File: config.mk
export PLATFORM = sky130hd
export DESIGN_NAME = mem_arbiter
export DESIGN_NICKNAME = d
export VERILOG_FILES = /design/src/rtl/mem_arb_pkg.sv /design/src/rtl/arb_rr_pick.sv /design/src/rtl/mem_arbiter.sv
export SDC_FILE = /design/constraint.sdc
export NUM_CORES = 1
export LEC_CHECK = 0
export ABC_CLOCK_PERIOD_IN_PS = 1800
export CORE_ASPECT_RATIO = 0.8
export CORE_MARGIN = 2
export CORE_UTILIZATION = 37
export CTS_CLUSTER_SIZE = 28
export DETAILED_ROUTE_END_ITERATION = 10
export MAX_ROUTING_LAYER = met4
export PLACE_DENSITY = 0.79
export SYNTH_ARGS = -nofsm -noshare
export SYNTH_HDL_FRONTEND = slang
export SYNTH_SLANG_ARGS = --single-unit
File: constraint.sdc
create_clock -name Clk -period 1.8 [get_ports Clk]
set_clock_uncertainty 0.1 [all_clocks]
set_input_delay 0.27 -clock Clk [delete_from_list [all_inputs] [get_ports Clk]]
set_output_delay 0.27 -clock Clk [all_outputs]
set_load 0.05 [all_outputs]
File: src/rtl/mem_arb_pkg.sv
// Shared constants for the unified-memory arbiter: FSM encodings, port ids and counter width.
package mem_arb_pkg;

    localparam int unsigned CNT_W = 4;

    localparam logic PORT_CPU = 1'b0;
    localparam logic PORT_DMA = 1'b1;

    typedef logic [1:0] state_t;

    localparam state_t IDLE   = 2'd0;
    localparam state_t ACCESS = 2'd1;
    localparam state_t RESP   = 2'd2;

endpackage

File: src/rtl/arb_rr_pick.sv
// Combinational two-port winner selection: single requester wins, ties go to the CPU
// under fixed priority, otherwise to the port that was not granted last.
module arb_rr_pick
    import mem_arb_pkg::*;
(
    input  logic [1:0] req,
    input  logic       last_gnt,
    input  logic       cpu_priority,
    output logic       valid,
    output logic       winner
);

    always_comb begin
        valid  = |req;
        winner = PORT_CPU;
        if (req == 2'b11) begin
            winner = cpu_priority ? PORT_CPU : ~last_gnt;
        end else if (req[1]) begin
            winner = PORT_DMA;
        end
    end

endmodule

File: src/rtl/mem_arbiter.sv
// Two-port arbiter in front of the single-port fixed-latency instruction/data memory.
// Each transaction runs IDLE -> ACCESS (MEM_LAT cycles) -> RESP (one-cycle ack).
module mem_arbiter
    import mem_arb_pkg::*;
#(
    parameter int unsigned AW           = 32,
    parameter int unsigned DW           = 32,
    parameter int unsigned MEM_LAT      = 2,
    parameter int unsigned CPU_PRIORITY = 0
) (
    input  logic          Clk,
    input  logic          Rst,
    input  logic          Req0,
    input  logic          We0,
    input  logic [AW-1:0] Addr0,
    input  logic [DW-1:0] WData0,
    output logic          Ack0,
    output logic [DW-1:0] RData0,
    output logic          Gnt0,
    input  logic          Req1,
    input  logic          We1,
    input  logic [AW-1:0] Addr1,
    input  logic [DW-1:0] WData1,
    output logic          Ack1,
    output logic [DW-1:0] RData1,
    output logic          Gnt1,
    output logic          MemEn,
    output logic          MemWe,
    output logic [AW-1:0] MemAddr,
    output logic [DW-1:0] MemWData,
    input  logic [DW-1:0] MemRData
);

    state_t             state_q, state_d;
    logic [CNT_W-1:0]   cnt_q, cnt_d;
    logic               gnt_id_q, gnt_id_d;
    logic               last_gnt_q, last_gnt_d;
    logic               we_q, we_d;
    logic [AW-1:0]      addr_q, addr_d;
    logic [DW-1:0]      wdata_q, wdata_d;
    logic [DW-1:0]      rdata0_q, rdata0_d;
    logic [DW-1:0]      rdata1_q, rdata1_d;

    logic               pick_valid;
    logic               pick_winner;
    logic               in_access;
    logic               in_resp;

    arb_rr_pick u_pick (
        .req          ({Req1, Req0}),
        .last_gnt     (last_gnt_q),
        .cpu_priority (CPU_PRIORITY != 0),
        .valid        (pick_valid),
        .winner       (pick_winner)
    );

    always_comb begin
        state_d    = state_q;
        cnt_d      = cnt_q;
        gnt_id_d   = gnt_id_q;
        last_gnt_d = last_gnt_q;
        we_d       = we_q;
        addr_d     = addr_q;
        wdata_d    = wdata_q;
        rdata0_d   = rdata0_q;
        rdata1_d   = rdata1_q;
        case (state_q)
            IDLE: begin
                if (pick_valid) begin
                    state_d    = ACCESS;
                    gnt_id_d   = pick_winner;
                    last_gnt_d = pick_winner;
                    cnt_d      = CNT_W'(MEM_LAT - 1);
                    // Latch the request so the memory side is immune to requester churn.
                    if (pick_winner == PORT_DMA) begin
                        we_d    = We1;
                        addr_d  = Addr1;
                        wdata_d = WData1;
                    end else begin
                        we_d    = We0;
                        addr_d  = Addr0;
                        wdata_d = WData0;
                    end
                end
            end
            ACCESS: begin
                if (cnt_q == '0) begin
                    state_d = RESP;
                    if (!we_q) begin
                        if (gnt_id_q == PORT_DMA) begin
                            rdata1_d = MemRData;
                        end else begin
                            rdata0_d = MemRData;
                        end
                    end
                end else begin
                    cnt_d = cnt_q - 1'b1;
                end
            end
            RESP: begin
                state_d = IDLE;
            end
            default: begin
                state_d = IDLE;
            end
        endcase
    end

    always_ff @(posedge Clk) begin
        if (Rst) begin
            state_q    <= IDLE;
            cnt_q      <= '0;
            gnt_id_q   <= PORT_CPU;
            last_gnt_q <= PORT_DMA;
            we_q       <= 1'b0;
            addr_q     <= '0;
            wdata_q    <= '0;
            rdata0_q   <= '0;
            rdata1_q   <= '0;
        end else begin
            state_q    <= state_d;
            cnt_q      <= cnt_d;
            gnt_id_q   <= gnt_id_d;
            last_gnt_q <= last_gnt_d;
            we_q       <= we_d;
            addr_q     <= addr_d;
            wdata_q    <= wdata_d;
            rdata0_q   <= rdata0_d;
            rdata1_q   <= rdata1_d;
        end
    end

    // All outputs decode registered state only; no Req-to-output path.
    always_comb begin
        in_access = (state_q == ACCESS);
        in_resp   = (state_q == RESP);
        MemEn     = in_access;
        MemWe     = in_access & we_q;
        MemAddr   = in_access ? addr_q : '0;
        MemWData  = in_access ? wdata_q : '0;
        Gnt0      = (in_access | in_resp) & (gnt_id_q == PORT_CPU);
        Gnt1      = (in_access | in_resp) & (gnt_id_q == PORT_DMA);
        Ack0      = in_resp & (gnt_id_q == PORT_CPU);
        Ack1      = in_resp & (gnt_id_q == PORT_DMA);
        RData0    = rdata0_q;
        RData1    = rdata1_q;
    end

endmodule
==> After elaboration in Yosys (flattened, before gate mapping) <==
Cells that the tools add are included.
{ "op_classes": {"shift": 0, "addsub": 1, "n_eq_ne": 6, "reduce_logical": 9, "multipliers": 0, "n_mux": 13, "div_mod_pow": 0, "order_cmp": 0, "n_bitwise": 9} }
{ "op_table": {"columns": ["operator", "n"], "rows": [
  ["32-bit 2-to-1 mux", 4],
  ["4-bit 2-to-1 mux", 2],
  ["4-bit one-hot mux with 2 select lines", 1],
  ["4-bit AND reduction", 2],
  ["1-bit bitwise AND", 5],
  ["2-bit equality test, second input constant", 2],
  ["4-bit zero test", 1],
  ["2-bit 2-to-1 mux", 2],
  ["2-bit inequality test, second input constant", 2],
  ["2-bit one-hot mux with 2 select lines", 1],
  ["2-bit AND reduction", 2],
  ["4-bit by 1-bit subtractor with 4-bit output, second input constant", 1],
  ["1-bit 2-to-1 mux", 3],
  ["1-bit inverter", 3],
  ["3-bit AND reduction", 1],
  ["2-bit by 1-bit equality test with 1-bit output, second input constant", 1],
  ["2-bit zero test", 1],
  ["2-bit by 1-bit inequality test with 1-bit output, second input constant", 1],
  ["2-bit nonzero test", 1],
  ["2-bit OR reduction", 1],
  ["1-bit bitwise OR", 1]
]} }
{ "totals": {"out_inout_bits": 134, "word_cells": 47, "latchBits": 0, "n_memories": 0, "ff_bits": 137, "romBits": 0, "inputBits": 166, "ramBits": 0} }

==> Longest topological paths before layout <==
Gate-level depths: netlist of run 1.
{ "logic_depth": {"depth_word": 3, "mapped_depth": 7, "ltp_nobuf": 5} }

==> Modules after synthesis <==
From an unflattened synthesis of run 1, not the netlist that was laid out.
{ "unflattened": {"hier_cells": 671, "area_unflattened_um2": 6452.4} }
{ "by_module_without_submodules": {"columns": ["mod", "n_inst", "cells_each", "seq_area_each_um2", "area_per_inst_um2"], "rows": [
  ["mem_arbiter", 1, 668, 2742.6, 6434.9],
  ["arb_rr_pick", 1, 3, 0.0, 17.5]
]} }

==> Worst setup path after synthesis of run 1 <==
Ideal clock, no wire load.
{ "synth_path": {"path_type": "register to output", "start": "register state_q[1]", "end": "output port MemAddr[10]", "path_stages_with_launch": 6, "path_buffers": 2, "slack_ns": -0.435, "required_time_ns": 1.430, "t_arrival_ns": 1.865, "cell_sequence": "dfxtp_1 inv_1 ha_1 clkbuf_1 clkbuf_1 and2_1"} }
{ "synth_via": {"elab_chain_cells": 2} }
{ "synth_rtl": {"columns": ["item", "line", "text"], "rows": [
  ["from (decl)", "mem_arbiter.sv:34", "state_t state_q, state_d;"],
  ["from (signal assigned)", "mem_arbiter.sv:121", "state_q <= state_d;"],
  ["2-bit by 1-bit equality test with 1-bit output", "mem_arbiter.sv:135", "in_access = (state_q == ACCESS);"],
  ["named net MemEn", "mem_arbiter.sv:27", "output logic MemEn,"],
  ["32-bit 2-to-1 mux", "mem_arbiter.sv:139", "MemAddr = in_access ? addr_q : '0;"],
  ["to (decl)", "mem_arbiter.sv:29", "output logic [AW-1:0] MemAddr,"]
]} }
The timed path passes the listed nets, and every way through them passes these cells.

==> Worst setup path in the final report of run 1 <==
{ "layout_path": {"start": "register state_q[1]", "end": "output port MemAddr[21]"} }
{ "layout_via": {"elab_chain_cells": 2} }
{ "layout_rtl": {"columns": ["item", "line"], "rows": [
  ["2-bit by 1-bit equality test with 1-bit output", "mem_arbiter.sv:135"],
  ["32-bit 2-to-1 mux", "mem_arbiter.sv:139"]
]} }
Every way passes these cells.

==> results.cfg, run 1 <==
[timing]
slew-limit-headroom_pct = 79.9
hold_viol = 0
setup_ws_ps = -138
tightest_slew_ps = 301
rsz0062_at_grt = yes
tns_ps = -8190
drv_slew = 0
whs_ps = 334
min_period_over_period_pct = 108
setup-violations-final = 118
maxClockFrequency_mhz = 516
min_period_ps = 1940

[finish]
instances_no_fill = 1214
antenna_cells = 0
fin_area_um2 = 11200
fin_nets = 1152
layout-drive-gt1-share_pct = 31.0
area_growth_pct = 82.3

[clock_network]
htreeDepth = 4
cts-buffers-inserted = 17
clk_latency_ps = 410
cts_tree = yes
cts.root.buffer_cell = clkbuf_16
cts_buffer_depth = 2
clkSinkCount = 137
clk_pin_slew_ps = 60

[route]
routed_via_density = 4.91
drc_errors = 0
wl_per_cell_um = 17.0
drtIter0Drc = 297
dr.pass1.iters = 4
vias = 5961
postRouteAntennaNets = 0
wl_um = 20600

[die]
die-area_um2 = 17700
fp.dieH_um = 119
ios = 300
die_x_um = 148
start_util_pct = 37.5
rows = 42
core_region_area_um2 = 16400

[yosys]
ys_async_sr_fraction_pct = 0
ys_seq_elements = 137
synth_edf_count = 0
ys.warnings.count = 0
ys_seq_area_share_pct = 44.5
synth_cell_types = 36
netlist_area_um2 = 6170
netlist_instances = 662
synth_area_per_cell_um2 = 9.32
syn_nets = 833
synthFlopType = dfxtp_1

[pwr]
ir_drop_mv = 0.714
p_sw_share_pct = 33.9
powerDensity_nw_per_um2 = 1110
p_switching_uw = 4220
p_leak_uw = 0.00479
pwr-share-seq_pct = 30.2
intPower_uw = 8220
power_frac_comb_pct = 39.9
clockPowerShare_pct = 29.9

[setup_path]
crit_type = flip-flop to primary output
worstPathArrival_ps = 1570
r2r-start = cnt_q[1]$_SDFFE_PP0P_
worstPathCellList = inv_2 -> ha_4 -> buf_6 -> clkbuf_16 -> and2_4 -> buf_12
crit_start = state_q[1]$_SDFFE_PP0P_
path_max_fanout = 7
reg2reg_to = RData0[0]$_SDFFE_PP0P_
cp_slowest_cell = dfxtp_2
reg2reg_slack_ps = -90
endpoint_kind = primary output
worst_ep_required_time_ps = 1430
critPathMaxStageDelay_ps = 320
start_kind = flip-flop
ff2ff_path_depth = 7

[global_routing]
grt_max_degree = 67
antenna_found_initial = 0
gr-total-overflow = 0
grt_pass1_vias = 5917
track_usage_pct = 23.0
grt_pass1_wl_um = 31200

[outcome]
status = complete, but fails checks
violations = negative setup slack

[placement]
gp_congestion = 0.814
place_area_um2 = 10200
hpwl_um = 13800
placed_cells = 1165
dp_slack_ps = -114
io_buffers = 299

[hold_path]
hold-path-cell-count = 3
min_from = MemRData[14]
min_to = RData0[14]$_SDFFE_PP0P_
worstHoldPathType = primary input to flip-flop

[job]
drv_cap = 0
timing repair:
| item | 4_1_cts | 5_1_grt |
|---|---|---|
| hold buffers | 0 | 0 |
| pin swaps | 1 | 3 |
| gates resized for setup | 42 | 24 |
| cloned | 4 | 5 |
| setup buffers | 6 | 5 |
| setup endpoints to repair | 130 | 142 |
cell usage after synthesis (all sizes together), types with 3 or more instances:
| cell | n | share of area [%] |
|---|---|---|
| dfxtp | 137 | 44 |
| mux2i | 129 | 21 |
| nand2 | 96 | 5.8 |
| a21oi | 68 | 5.5 |
| o21ai | 68 | 5.5 |
| and2 | 67 | 6.8 |
| clkbuf | 30 | 1.8 |
| buf | 25 | 3.5 |
| ha | 5 | 1.0 |
| inv | 5 | 0.30 |
| nand3b | 3 | 0.37 |
| o31ai | 3 | 0.37 |
metrics by stage:
| stage | power (uW) | util, % |
|---|---|---|
| floorplan | 6270 | - |
| global placement | 8210 | 62.1 |
| detailed placement | 8280 | 62.1 |
| CTS | 12300 | 67.2 |
| global route | 13000 | 68.3 |
| finish | 12400 | 68.3 |
critical path, delay by kind of cell, from the launching register on:
family,cells,cell delay [ps]
and+or+nand+nor,1,150
buffers and inverters,4,500
DFF,1,320
adders and majority gates,1,190
sequential cells by signal, indices dropped and copies added, names as in the netlist:
| register | cells |
|---|---|
| addr_q | 32 |
| cnt_q | 4 |
| state_q | 2 |
| gnt_id_q | 1 |
| wdata_q | 32 |
| RData0 | 32 |
| we_q | 1 |
| last_gnt_q | 1 |
| RData1 | 32 |
layout make-up:
type | instances | area (um2)
clock buffer | 19 | 433
clock inverter | 13 | 193
fill | 1237 | 5210
inverter | 5 | 21.3
multi-input combinational | 465 | 3300
sequential | 137 | 2750
tap | 220 | 275
timing repair buffer | 355 | 4270
how the worst max path moves through the flow:
stage | endpoint | slack, ps | cells past startpoint
detailed placement | RData0[0]$_SDFFE_PP0P_ | -110 | 6
floorplan | Gnt0 | 4 | 3
CTS | MemWData[24] | -170 | 5
finish | MemAddr[21] | -140 | 6
global route | MemWData[1] | -190 | 6
global placement | addr_q[31]$_SDFFE_PP0P_ | -40 | 6
power groups by stage:
stage	sequential, uW	combinational [uW]	clock, uW
detailed placement	3790	4490	0
finish	3760	4960	3720
floorplan	4090	2180	0
CTS	3750	4790	3790
global route	3820	5230	3930
global placement	3780	4430	0
kinds of logic (layout without fill, tap and decap cells):
group,after synthesis,after routing,synth area share (%)
mux,129,129,20.9
simple gates,183,183,15.3
flops,137,137,44.5
fa+ha+maj,5,5,1.01
compound gates,148,148,12.7
buf+inv,60,392,5.60
layer usage:
| metal | wire [um] | GRT usage [%] |
|---|---|---|
| met3 | 1440 | 6.36 |
| met2 | 10000 | 37.2 |
| met1 | 8930 | 28.2 |
| met5 | 0 | - |
| met4 | 252 | 6.31 |
placed cells by master, fill, tap and decap left out, types with 2 or more instances in the layout:
| cell type | netlist | routed |
|---|---|---|
| clkdlybuf4s50_1 | 0 | 165 |
| dfxtp_1 | 137 | 134 |
| mux2i_1 | 129 | 127 |
| nand2_1 | 96 | 96 |
| buf_4 | 1 | 92 |
| buf_12 | 3 | 83 |
| o21ai_0 | 68 | 68 |
| a21oi_1 | 68 | 68 |
| and2_4 | 0 | 35 |
| and2_2 | 0 | 31 |
| clkbuf_16 | 0 | 22 |
| buf_6 | 8 | 8 |
| bufinv_16 | 0 | 4 |
| nand3b_1 | 3 | 3 |
| o31ai_1 | 3 | 3 |
| ha_4 | 0 | 3 |
| clkinv_4 | 0 | 3 |
| dfxtp_2 | 0 | 3 |
| inv_2 | 0 | 2 |
| inv_1 | 5 | 2 |
| nor2b_4 | 0 | 2 |
| nor2_1 | 2 | 2 |
| or3b_2 | 2 | 2 |
| nand4b_1 | 2 | 2 |
| and3_1 | 2 | 2 |
| clkinv_2 | 0 | 2 |
| inv_6 | 0 | 2 |
| clkbuf_1 | 30 | 2 |
| buf_16 | 0 | 2 |
Note: power is estimated with default switching activity, not from simulation.
==> inputs of run 2 (changes only) <==
Settings changed: CAP_MARGIN set to 15, SLEW_MARGIN set to 10.
==> results of run 2 <==
The final DEF is identical to that of run 1; final timing and power are the same.
==> inputs of run 3 (changes only) <==
Settings changed: GPL_TIMING_DRIVEN set to 0.
==> run 3 against run 2 <==
The run still ends with negative setup slack left. Register-to-register slack got worse by 120 ps. Cell count is 2.3% higher. Design area fell by 2.4%. Count of clock-buffer cells in the layout increased by 2. Worst setup slack got worse by 120 ps. Hold slack got worse by 60 ps. Die area stayed put. Critical path depth up 1. Critical path type unchanged. Critical endpoint is now MemWData[0]. Largest power group unchanged. Highest routed layer unchanged.
==> results.cfg, run 3 (same netlist as run 1, synthesis figures left out) <==
[outcome]
status = complete, but fails checks
violations = negative setup slack

[finish]
antenna_cells = 0
mostFrequentLayoutCell = clkdlybuf4s50_1
fin_area_um2 = 11000
layout-drive-gt1-share_pct = 26.5
layout_common_cells = clkdlybuf4s50_1, dfxtp_1, mux2i_1
fin_nets = 1181
area_growth_pct = 77.9

[route]
dr.pass1.iters = 4
routed_via_density = 4.89
postRouteAntennaNets = 0
drtIter0Drc = 227
wl_um = 21200
wl_per_cell_um = 17.1
vias = 6071
drc_errors = 0

[timing]
maxClockFrequency_mhz = 486
rsz0062_at_grt = yes
drv_slew = 0
tightest_slew_ps = 554
setup_ws_ps = -257
min_period_over_period_pct = 114
slew-limit-headroom_pct = 63.2
min_period_ps = 2060
hold_viol = 0
setup-violations-final = 130

[clock_network]
clkSinkCount = 137
clk_pin_slew_ps = 60
cts_buffer_depth = 2
htreeDepth = 4
ctsHoldBuffers = 0
cts_tree = yes
cts-buffers-inserted = 17
cts.root.buffer_cell = clkbuf_16
clk_latency_ps = 410

[placement]
io_buffers = 299
hpwl_um = 15300
gp_congestion = 0.823
place_area_um2 = 9530

[pwr]
powerDensity_nw_per_um2 = 1120
ir_drop_mv = 0.627
power_uw = 12300
p_leak_uw = 0.00496

[hold_path]
hold-path-cell-count = 3
min_to = last_gnt_q$_SDFFE_PP1P_
worstHoldPathType = primary input to flip-flop
min_from = Req1

[job]
drv_cap = 0

[die]
core_region_area_um2 = 16400
rows = 42
die-area_um2 = 17700
start_util_pct = 37.5
fp.dieH_um = 119
ios = 300
die_x_um = 148

[global_routing]
grt_pass1_wl_um = 32700
antenna_found_initial = 0
grt_pass1_vias = 6159
gr-total-overflow = 0
track_usage_pct = 24.3
grt_max_degree = 17

[setup_path]
worst_ep_required_time_ps = 1430
endpoint_kind = primary output
path_max_fanout = 6
worstPathArrival_ps = 1690
cp_top_family = buffers and inverters
crit_type = flip-flop to primary output
cp_slowest_cell = dfxtp_2
reg2reg_slack_ps = -210
critPathMaxStageDelay_ps = 340
r2r-start = state_q[1]$_SDFFE_PP0P_
crit_buf_inv = 5
reg2reg_to = RData0[13]$_SDFFE_PP0P_
start_kind = flip-flop
ff2ff_path_depth = 10
worstPathCellList = inv_2 -> ha_4 -> clkbuf_16 -> buf_8 -> clkbuf_16 -> and2_4 -> buf_8
run 3: cell types whose count changed in the layout (fill, tap and decap cells not counted), sizes merged:
cell | previous run | this run
clkbuf | 24 | 53
dlygate4sd2 | 0 | 64
buf | 185 | 123
clkinvlp | 1 | 3
inv | 8 | 6
dlymetal6s2s | 0 | 2
clkdlybuf4s50 | 165 | 163
clkinv | 5 | 2
run 3: worst reg2reg max path, cell delays in order (launching register included):
cell and delay, ps:
dfxtp_2 330, inv_2 70, ha_4 140, buf_4 100
buf_6 90, nor4bb_4 230, nor3b_2 250, buf_6 170
buf_12 130, buf_12 120, mux2i_2 210
run 3: layout make-up:
type | instances | area (um2)
plain buffers | 55 | 531
flip-flops and latches | 137 | 2750
clock inverters | 10 | 165
repair buffers | 329 | 3470
well taps | 220 | 275
fillers | 1334 | 5480
inverters | 5 | 18.8
clock buffers | 21 | 480
multi-input cells | 465 | 3290
run 3: worst max-delay path by stage:
stage | start | endpoint | cells past startpoint
6_report | state_q[1]$_SDFFE_PP0P_ | MemWData[0] | 7
5_1_grt | state_q[1]$_SDFFE_PP0P_ | RData1[2]$_SDFFE_PP0P_ | 11
4_1_cts | state_q[1]$_SDFFE_PP0P_ | MemWData[0] | 7
3_5_place_dp | state_q[1]$_SDFFE_PP0P_ | MemWData[30] | 6
3_3_place_gp | state_q[1]$_SDFFE_PP0P_ | MemWData[30] | 6
2_1_floorplan | state_q[0]$_SDFFE_PP0P_ | Gnt0 | 3
run 3: through the flow:
stage          hold slack, ps  worst slack, ps  setup TNS, ps  util, %  cells
2_1_floorplan             239             3.56              0        -    662
3_3_place_gp              343             -968        -109800     57.9   1181
3_5_place_dp              347             -968        -113200     57.9   1181
4_1_cts                   326             -270         -24390     66.2   1242
5_1_grt                   266             -315         -31760     66.7   1242
6_report                  274             -257         -21740     66.7   1242
run 3: repair_timing:
action	4_1_cts	5_1_grt
setup endpoints to repair	265	200
pin swaps	6	4
resized for setup	661	49
cloned	7	0
setup buffers	23	4
run 3: metal layers:
| layer | wire (um) | track usage [%] |
|---|---|---|
| met1 | 9580 | 30.6 |
| met2 | 10000 | 39.4 |
| met3 | 1220 | 5.67 |
| met4 | 388 | 6.73 |
| met5 | 0 | - |
run 3: power by group:
group | leakage, uW | total [uW] | switching [uW] | internal (uW)
Combinational | 0.00353 | 4740 | 2600 | 2140
Clock | 0.000308 | 3810 | 1340 | 2470
Sequential | 0.00112 | 3750 | 245 | 3510
